--- src/rtl/add_nbit_seq.sv ---
// add_nbit_seq: multi-cycle adder/subtractor that processes CHUNK bits per clock.
// The carry ripples through a register from one chunk to the next.
// WIDTH must be an integer multiple of CHUNK. A result takes NCHUNK = WIDTH/CHUNK RUN cycles.
// Optional feature: define ADD_OVERFLOW_EN to add the registered signed-overflow output ovf.
module add_nbit_seq #(
    parameter int WIDTH = 12,
    parameter int CHUNK = 4
) (
    input  logic             clk,
    input  logic             rst,
    input  logic             start,
    input  logic             sub,
    input  logic [WIDTH-1:0] a,
    input  logic [WIDTH-1:0] b,
    input  logic             ci,
    output logic             busy,
    output logic             done,
    output logic [WIDTH-1:0] s,
    output logic             co
`ifdef ADD_OVERFLOW_EN
    ,
    output logic             ovf
`endif
);

    localparam int NCHUNK = WIDTH / CHUNK;
    localparam int IW     = (NCHUNK > 1) ? $clog2(NCHUNK) : 1;
    localparam logic [IW-1:0] LAST = IW'(NCHUNK - 1);

    typedef enum logic [1:0] {IDLE, RUN, DONE} state_t;

    state_t           state_reg, state_next;
    logic [WIDTH-1:0] a_reg, a_next;
    logic [WIDTH-1:0] b_reg, b_next;      // already inverted for subtraction
    logic             carry_reg, carry_next;
    logic [IW-1:0]    idx_reg, idx_next;
    logic [WIDTH-1:0] s_reg, s_next;
    logic             co_reg, co_next;
`ifdef ADD_OVERFLOW_EN
    logic             ovf_reg, ovf_next;
`endif

    logic [CHUNK-1:0] a_chunk, b_chunk;
    logic [CHUNK:0]   sum;
    logic [WIDTH-1:0] s_merge;
    logic             accept;

    // Select the operand chunk addressed by the chunk index.
    always_comb begin
        a_chunk = '0;
        b_chunk = '0;
        for (int k = 0; k < NCHUNK; k++) begin
            if (idx_reg == IW'(k)) begin
                a_chunk = a_reg[k*CHUNK +: CHUNK];
                b_chunk = b_reg[k*CHUNK +: CHUNK];
            end
        end
    end

    assign sum = {1'b0, a_chunk} + {1'b0, b_chunk} + {{CHUNK{1'b0}}, carry_reg};

    // Only the addressed chunk of s is replaced; the rest keeps its value.
    generate
        for (genvar gi = 0; gi < NCHUNK; gi++) begin : g_chunk
            localparam logic [IW-1:0] GI = IW'(gi);
            assign s_merge[gi*CHUNK +: CHUNK] =
                (idx_reg == GI) ? sum[CHUNK-1:0] : s_reg[gi*CHUNK +: CHUNK];
        end
    endgenerate

    // A request is only taken when no operation is in flight.
    assign accept = start && (state_reg == IDLE || state_reg == DONE);

    // Next-state and datapath update; defaults hold every register.
    always_comb begin
        state_next = state_reg;
        a_next     = a_reg;
        b_next     = b_reg;
        carry_next = carry_reg;
        idx_next   = idx_reg;
        s_next     = s_reg;
        co_next    = co_reg;
`ifdef ADD_OVERFLOW_EN
        ovf_next   = ovf_reg;
`endif
        case (state_reg)
            IDLE: state_next = IDLE;
            RUN: begin
                s_next     = s_merge;
                carry_next = sum[CHUNK];
                if (idx_reg == LAST) begin
                    co_next    = sum[CHUNK];
`ifdef ADD_OVERFLOW_EN
                    // carry into MSB is a^b^s at that bit; xor with carry out
                    ovf_next   = a_reg[WIDTH-1] ^ b_reg[WIDTH-1] ^ sum[CHUNK-1] ^ sum[CHUNK];
`endif
                    state_next = DONE;
                end else begin
                    idx_next = idx_reg + IW'(1);
                end
            end
            DONE:    state_next = IDLE;
            default: state_next = IDLE;
        endcase
        if (accept) begin
            a_next     = a;
            b_next     = sub ? ~b : b;
            carry_next = sub ? 1'b1 : ci;
            idx_next   = '0;
            state_next = RUN;
        end
    end

    // State and datapath registers with synchronous reset.
    always_ff @(posedge clk) begin
        if (rst) begin
            state_reg <= IDLE;
            a_reg     <= '0;
            b_reg     <= '0;
            carry_reg <= 1'b0;
            idx_reg   <= '0;
            s_reg     <= '0;
            co_reg    <= 1'b0;
`ifdef ADD_OVERFLOW_EN
            ovf_reg   <= 1'b0;
`endif
        end else begin
            state_reg <= state_next;
            a_reg     <= a_next;
            b_reg     <= b_next;
            carry_reg <= carry_next;
            idx_reg   <= idx_next;
            s_reg     <= s_next;
            co_reg    <= co_next;
`ifdef ADD_OVERFLOW_EN
            ovf_reg   <= ovf_next;
`endif
        end
    end

    assign busy = (state_reg == RUN);
    assign done = (state_reg == DONE);
    assign s    = s_reg;
    assign co   = co_reg;
`ifdef ADD_OVERFLOW_EN
    assign ovf  = ovf_reg;
`endif

endmodule

--- config.mk ---
export PLATFORM = sky130hd
export DESIGN_NAME = add_nbit_seq
export DESIGN_NICKNAME = d
export VERILOG_FILES = /design/src/rtl/add_nbit_seq.sv
export SDC_FILE = /design/constraint.sdc
export NUM_CORES = 1
export LEC_CHECK = 0
export ABC_CLOCK_PERIOD_IN_PS = 3500
export CAP_MARGIN = 20
export CORE_MARGIN = 2
export CORE_UTILIZATION = 50
export CTS_CLUSTER_DIAMETER = 150
export DETAILED_ROUTE_END_ITERATION = 16
export DONT_BUFFER_PORTS = 1
export GPL_ROUTABILITY_DRIVEN = 0
export PLACE_DENSITY = 0.7
export SLEW_MARGIN = 20
export SYNTH_ARGS = -nofsm -noshare
export SYNTH_HDL_FRONTEND = slang
export SYNTH_SLANG_ARGS = --single-unit
--- constraint.sdc ---
create_clock -name clk -period 3.5 [get_ports clk]
set_input_delay 0.7 -clock clk [delete_from_list [all_inputs] [get_ports clk]]
set_output_delay 0.7 -clock clk [all_outputs]
set_load 0.005 [all_outputs]
== Word-level counts from Yosys, hierarchy flattened ==
Index checks and enable logic that the tools add are counted.

* Register bits after elaboration: 42
* Bits of input ports: 29
* Output and inout bits: 15

* Add/subtract/negate cells: 3
* Equality and inequality tests: 5
* Multiplexer cells: 13
* Bitwise operators: 3
* Reductions and logical operators: 11

{| class="wikitable"
|+ Operator list
! operator !! count
|-
| 4-bit two-way mux || 6
|-
| 12-bit two-way mux || 1
|-
| 12-bit inverter || 1
|-
| 2-bit AND reduction || 4
|-
| 1-bit two-way mux || 6
|-
| 4-bit by 4-bit adder with 5-bit output || 1
|-
| 5-bit by 1-bit adder with 5-bit output || 1
|-
| 2-bit by 1-bit == test with 1-bit output (second input constant) || 2
|-
| 2-bit == test (second input constant) || 2
|-
| 2-bit zero test || 2
|-
| 3-bit by 1-bit != test with 1-bit output (second input constant) || 1
|-
| 3-bit OR reduction || 1
|-
| 2-bit by 1-bit adder with 2-bit output (second input constant) || 1
|-
| 1-bit inverter || 2
|-
| 2-bit nonzero test || 1
|-
| 2-bit OR reduction || 1
|-
| 1-bit logical AND || 1
|-
| 1-bit logical OR || 1
|}

== Logic depth before layout (Yosys ltp) ==
* Word-level depth: 8
* Mapped depth: 11

== Worst setup path before layout ==
Ideal clock, no wire load.

* Path type: register to register
* Start point: register idx_reg[0]
* End point: register co_reg, in the netlist co
* Library setup time: 0.127 ns
* Arrival: 2.405 ns
* Data required time: 3.373 ns
* Slack: 0.968 ns
* Stages on the path, launching flop included: 12
* Buffers on the path: 2
* Period minus slack after synthesis: 2.532 ns
* Cell sequence: dfxtp_1 inv_1 ha_1 buf_4 clkbuf_1 nand2_1 o21ai_0 fa_1 fa_1 a21o_1 a21oi_1 a211oi_1

* Cells in the longest elaborated chain, start to end: 6
* Elaborated cells on any way between the ends: 12

{| class="wikitable"
|+ RTL lines
! item !! line !! source
|-
| start: declaration || 36 || <nowiki>logic [IW-1:0] idx_reg, idx_next;</nowiki>
|-
| start signal: assignment || 132 || <nowiki>idx_reg <= idx_next;</nowiki>
|-
| 2-bit zero test || 53 || <nowiki>if (idx_reg == IW'(k)) begin</nowiki>
|-
| 4-bit two-way mux (3 in a row) || 53 ||
|-
| 4-bit by 4-bit adder with 5-bit output || 60 || <nowiki>assign sum = {1'b0, a_chunk} + {1'b0, b_chunk} + {{CHUNK{1'b0}}, carry_reg};</nowiki>
|-
| 5-bit by 1-bit adder with 5-bit output || 60 ||
|-
| end signal: assignment || 134 || <nowiki>co_reg <= co_next;</nowiki>
|-
| end: declaration || 38 || <nowiki>logic co_reg, co_next;</nowiki>
|}

Parallel ways exist; a longest one is shown, timed or not.
A chain may end at the register's enable or synchronous reset.

== Final worst setup path ==
* Start point: register idx_reg[1]
* End point: register co_reg, in the netlist co

Same word-level chain as after synthesis.

==> results_dict.tcl <==
set metrics [dict create \
    p_leak_nw 0.830 \
    period_minus_slack_ps 2870 \
    synth_area_leaders "dfxtp_1 (40%), nand2_1 (6.5%), xnor2_1 (5.9%), a211oi_1 (5.8%), a21oi_1 (5.5%)" \
    grt_max_degree 45 \
    initial_core_util_pct 52.1 \
    p_clk_share_pct 35.3 \
    wl_per_cell_um 13.8 \
    worst_ep_arrival_time_ps 3030 \
    grt_pass1_vias 1314 \
    sequentialPowerShare_pct 50.3 \
    cts_buffers 5 \
    ioPinCount 44 \
    async_flop_share_pct 0 \
    cts_resized 0 \
    switching_share_pct 25.2 \
    cts_tree "built" \
    ys_seq_elements 42 \
    slew_headroom_pct 47.8 \
    post-route-period-util_pct 81.9 \
    grt_pass1_wl_mm 6.20 \
    timing.fmax_ghz 0.349 \
    synth_nets 269 \
    clock_path_buffers 2 \
    netlist_top_cells_count "dfxtp_1 (42), nand2_1 (36), nor2_1 (24), a21oi_1 (23), a211oi_1 (16)" \
    top_layer "met4" \
    wl_met2_mm 1.67 \
    ant_nets 0 \
    die_y_um 68.6 \
    worstSetupPathType "register to register" \
    num_vias 1483 \
    final_nets 259 \
    cap_violations 0 \
    wl_met1_mm 1.84 \
    synth.largest_area_cell "dfxtp_1" \
    required_ps 3660 \
    combPwrFrac_pct 14.4 \
    dr.pass1.iters 4 \
    hpwl_mm 2.70 \
    rows 23 \
    ctsHoldBuffers 0 \
    postCtsSetupBuffers 0 \
    wl_mm 3.78 \
    synth_top_area_share_pct 40.3 \
    die-area_sq_um 4700 \
    gr-total-overflow 0 \
    postPlaceCellArea_sq_um 2040 \
    synth_most_common_cell "dfxtp_1" \
    tns_ps 0 \
    path_max_fanout 18 \
    synthesis.area_sq_um 2080 \
    die_x_um 68.6 \
    start_kind "register" \
    tightestPinTransition_ps 781 \
    synthCells 232 \
    grt_use_total_pct 17.8 \
    end_kind "register" \
    status "finished, final reports clean" \
    timing_hold_violations_final 0 \
    cts_root_buffer "clkbuf_8" \
    io_buffers 0 \
    route.met3.wl_um 207 \
    path_clk_slew_ps 80 \
    antenna_found_initial 0 \
    core_sq_um 4000 \
    diodes 0 \
    setup_viol 0 \
    drive_gt1_share_pct 7.17 \
    htree_levels 2 \
    rsz0062_at_grt "no" \
    clk_latency_ps 290 \
    p_int_mw 0.786 \
    syn_avg_cell_area_sq_um 8.98 \
    area_growth_pct 3.12 \
    p_per_area_nw_per_um2 489 \
    final_area_sq_um 2150 \
    synth_edf_count 0 \
    clock_skew_ps 3.33 \
    clock_sinks 42 \
    yosysWarnings 0 \
    drv_slew 0 \
    synthDistinctLibCells 33 \
    drc_errors 0 \
    yosysSeqAreaShare_pct 40.3 \
    peakVddDrop_mv 0.284 \
    drtIter0Drc 59 \
    via_per_inst 5.43 \
    hold_class "register to register" \
    ys.flop_type "dfxtp_1" \
    power_switching_mw 0.265 \
]
[path summary, 6_finish.rpt]
| path | from | endpoint | slack, ps | cells after the start |
|---|---|---|---|---|
| hold / removal | a_reg[0] | a_reg[0] | 450 | 2 |
| setup reg to reg | idx_reg[1] | co | 630 | 10 |
| hold reg to reg | a_reg[0] | a_reg[0] | 450 | 2 |
| setup / recovery | idx_reg[1] | co | 630 | 10 |
[final cells by class]
cell class / instances / area (sq um)
clock buffers: 5 / 68.8
clock inverters: 3 / 40.0
fillers: 377 / 1850
inverters: 2 / 7.51
multi-input cells: 171 / 1130
flip-flops and latches: 42 / 841
well taps: 50 / 62.6
[cell usage in the layout, fill, tap and decap left out, types with 3 or more instances in the layout]
| master | n |
|---|---|
| xnor2_1 | 14 |
| nor2_1 | 24 |
| a21oi_1 | 23 |
| and3b_1 | 10 |
| a21o_1 | 3 |
| clkbuf_8 | 5 |
| o21ai_0 | 6 |
| nand2_1 | 36 |
| nor3_1 | 4 |
| mux2i_1 | 5 |
| a211oi_1 | 16 |
| a311o_1 | 3 |
| a2111oi_2 | 3 |
| dfxtp_1 | 42 |
| nand3b_1 | 3 |
| ha_1 | 6 |
[power groups by stage]
stage,clock network [mW],logic (mW),registers [mW]
CTS,0.378,0.152,0.529
detailed placement,0,0.151,0.540
finish,0.371,0.151,0.528
global route,0.404,0.170,0.533
global placement,0,0.149,0.540
floorplan,0,0.145,0.532
[cell families after synthesis]
kind of cell	synth area share (%)
fa+ha+maj	5.52
simple gates	22.0
compound gates	18.4
flops	40.3
xor+xnor	5.88
buf+inv	5.46
mux	2.40
[routing by layer]
| metal | vias to the layer above | GRT usage [%] |
|---|---|---|
| met5 | - | 0 |
| met4 | 0 | 6.75 |
| met3 | 7 | 5.84 |
| met2 | 32 | 25.1 |
| met1 | 657 | 25.0 |
| li1 | 787 | - |
[critical path, cell delays in order (launching register included)]
cell and delay, ps:
dfxtp_1 330, inv_1 80, ha_1 480, and3b_1 230, a21oi_1 100, o21ai_0 120
fa_1 470, fa_1 420, a21o_1 190, a21oi_1 220, a211oi_1 110
[stage by stage]
step / hold WS [ps] / util, % / instances / total power [mW] / worst slack, ps
after global routing: 455 / 53.7 / 273 / 1.11 / 404
after CTS: 456 / 53.7 / 273 / 1.06 / 626
final: 453 / 53.7 / 273 / 1.05 / 633
after floorplan: 432 / - / 232 / 0.677 / 968
after detailed placement: 442 / 51.0 / 265 / 0.691 / 656
after global placement: 444 / 51.0 / 265 / 0.689 / 718
Note: power is estimated with default switching activity, not from simulation.
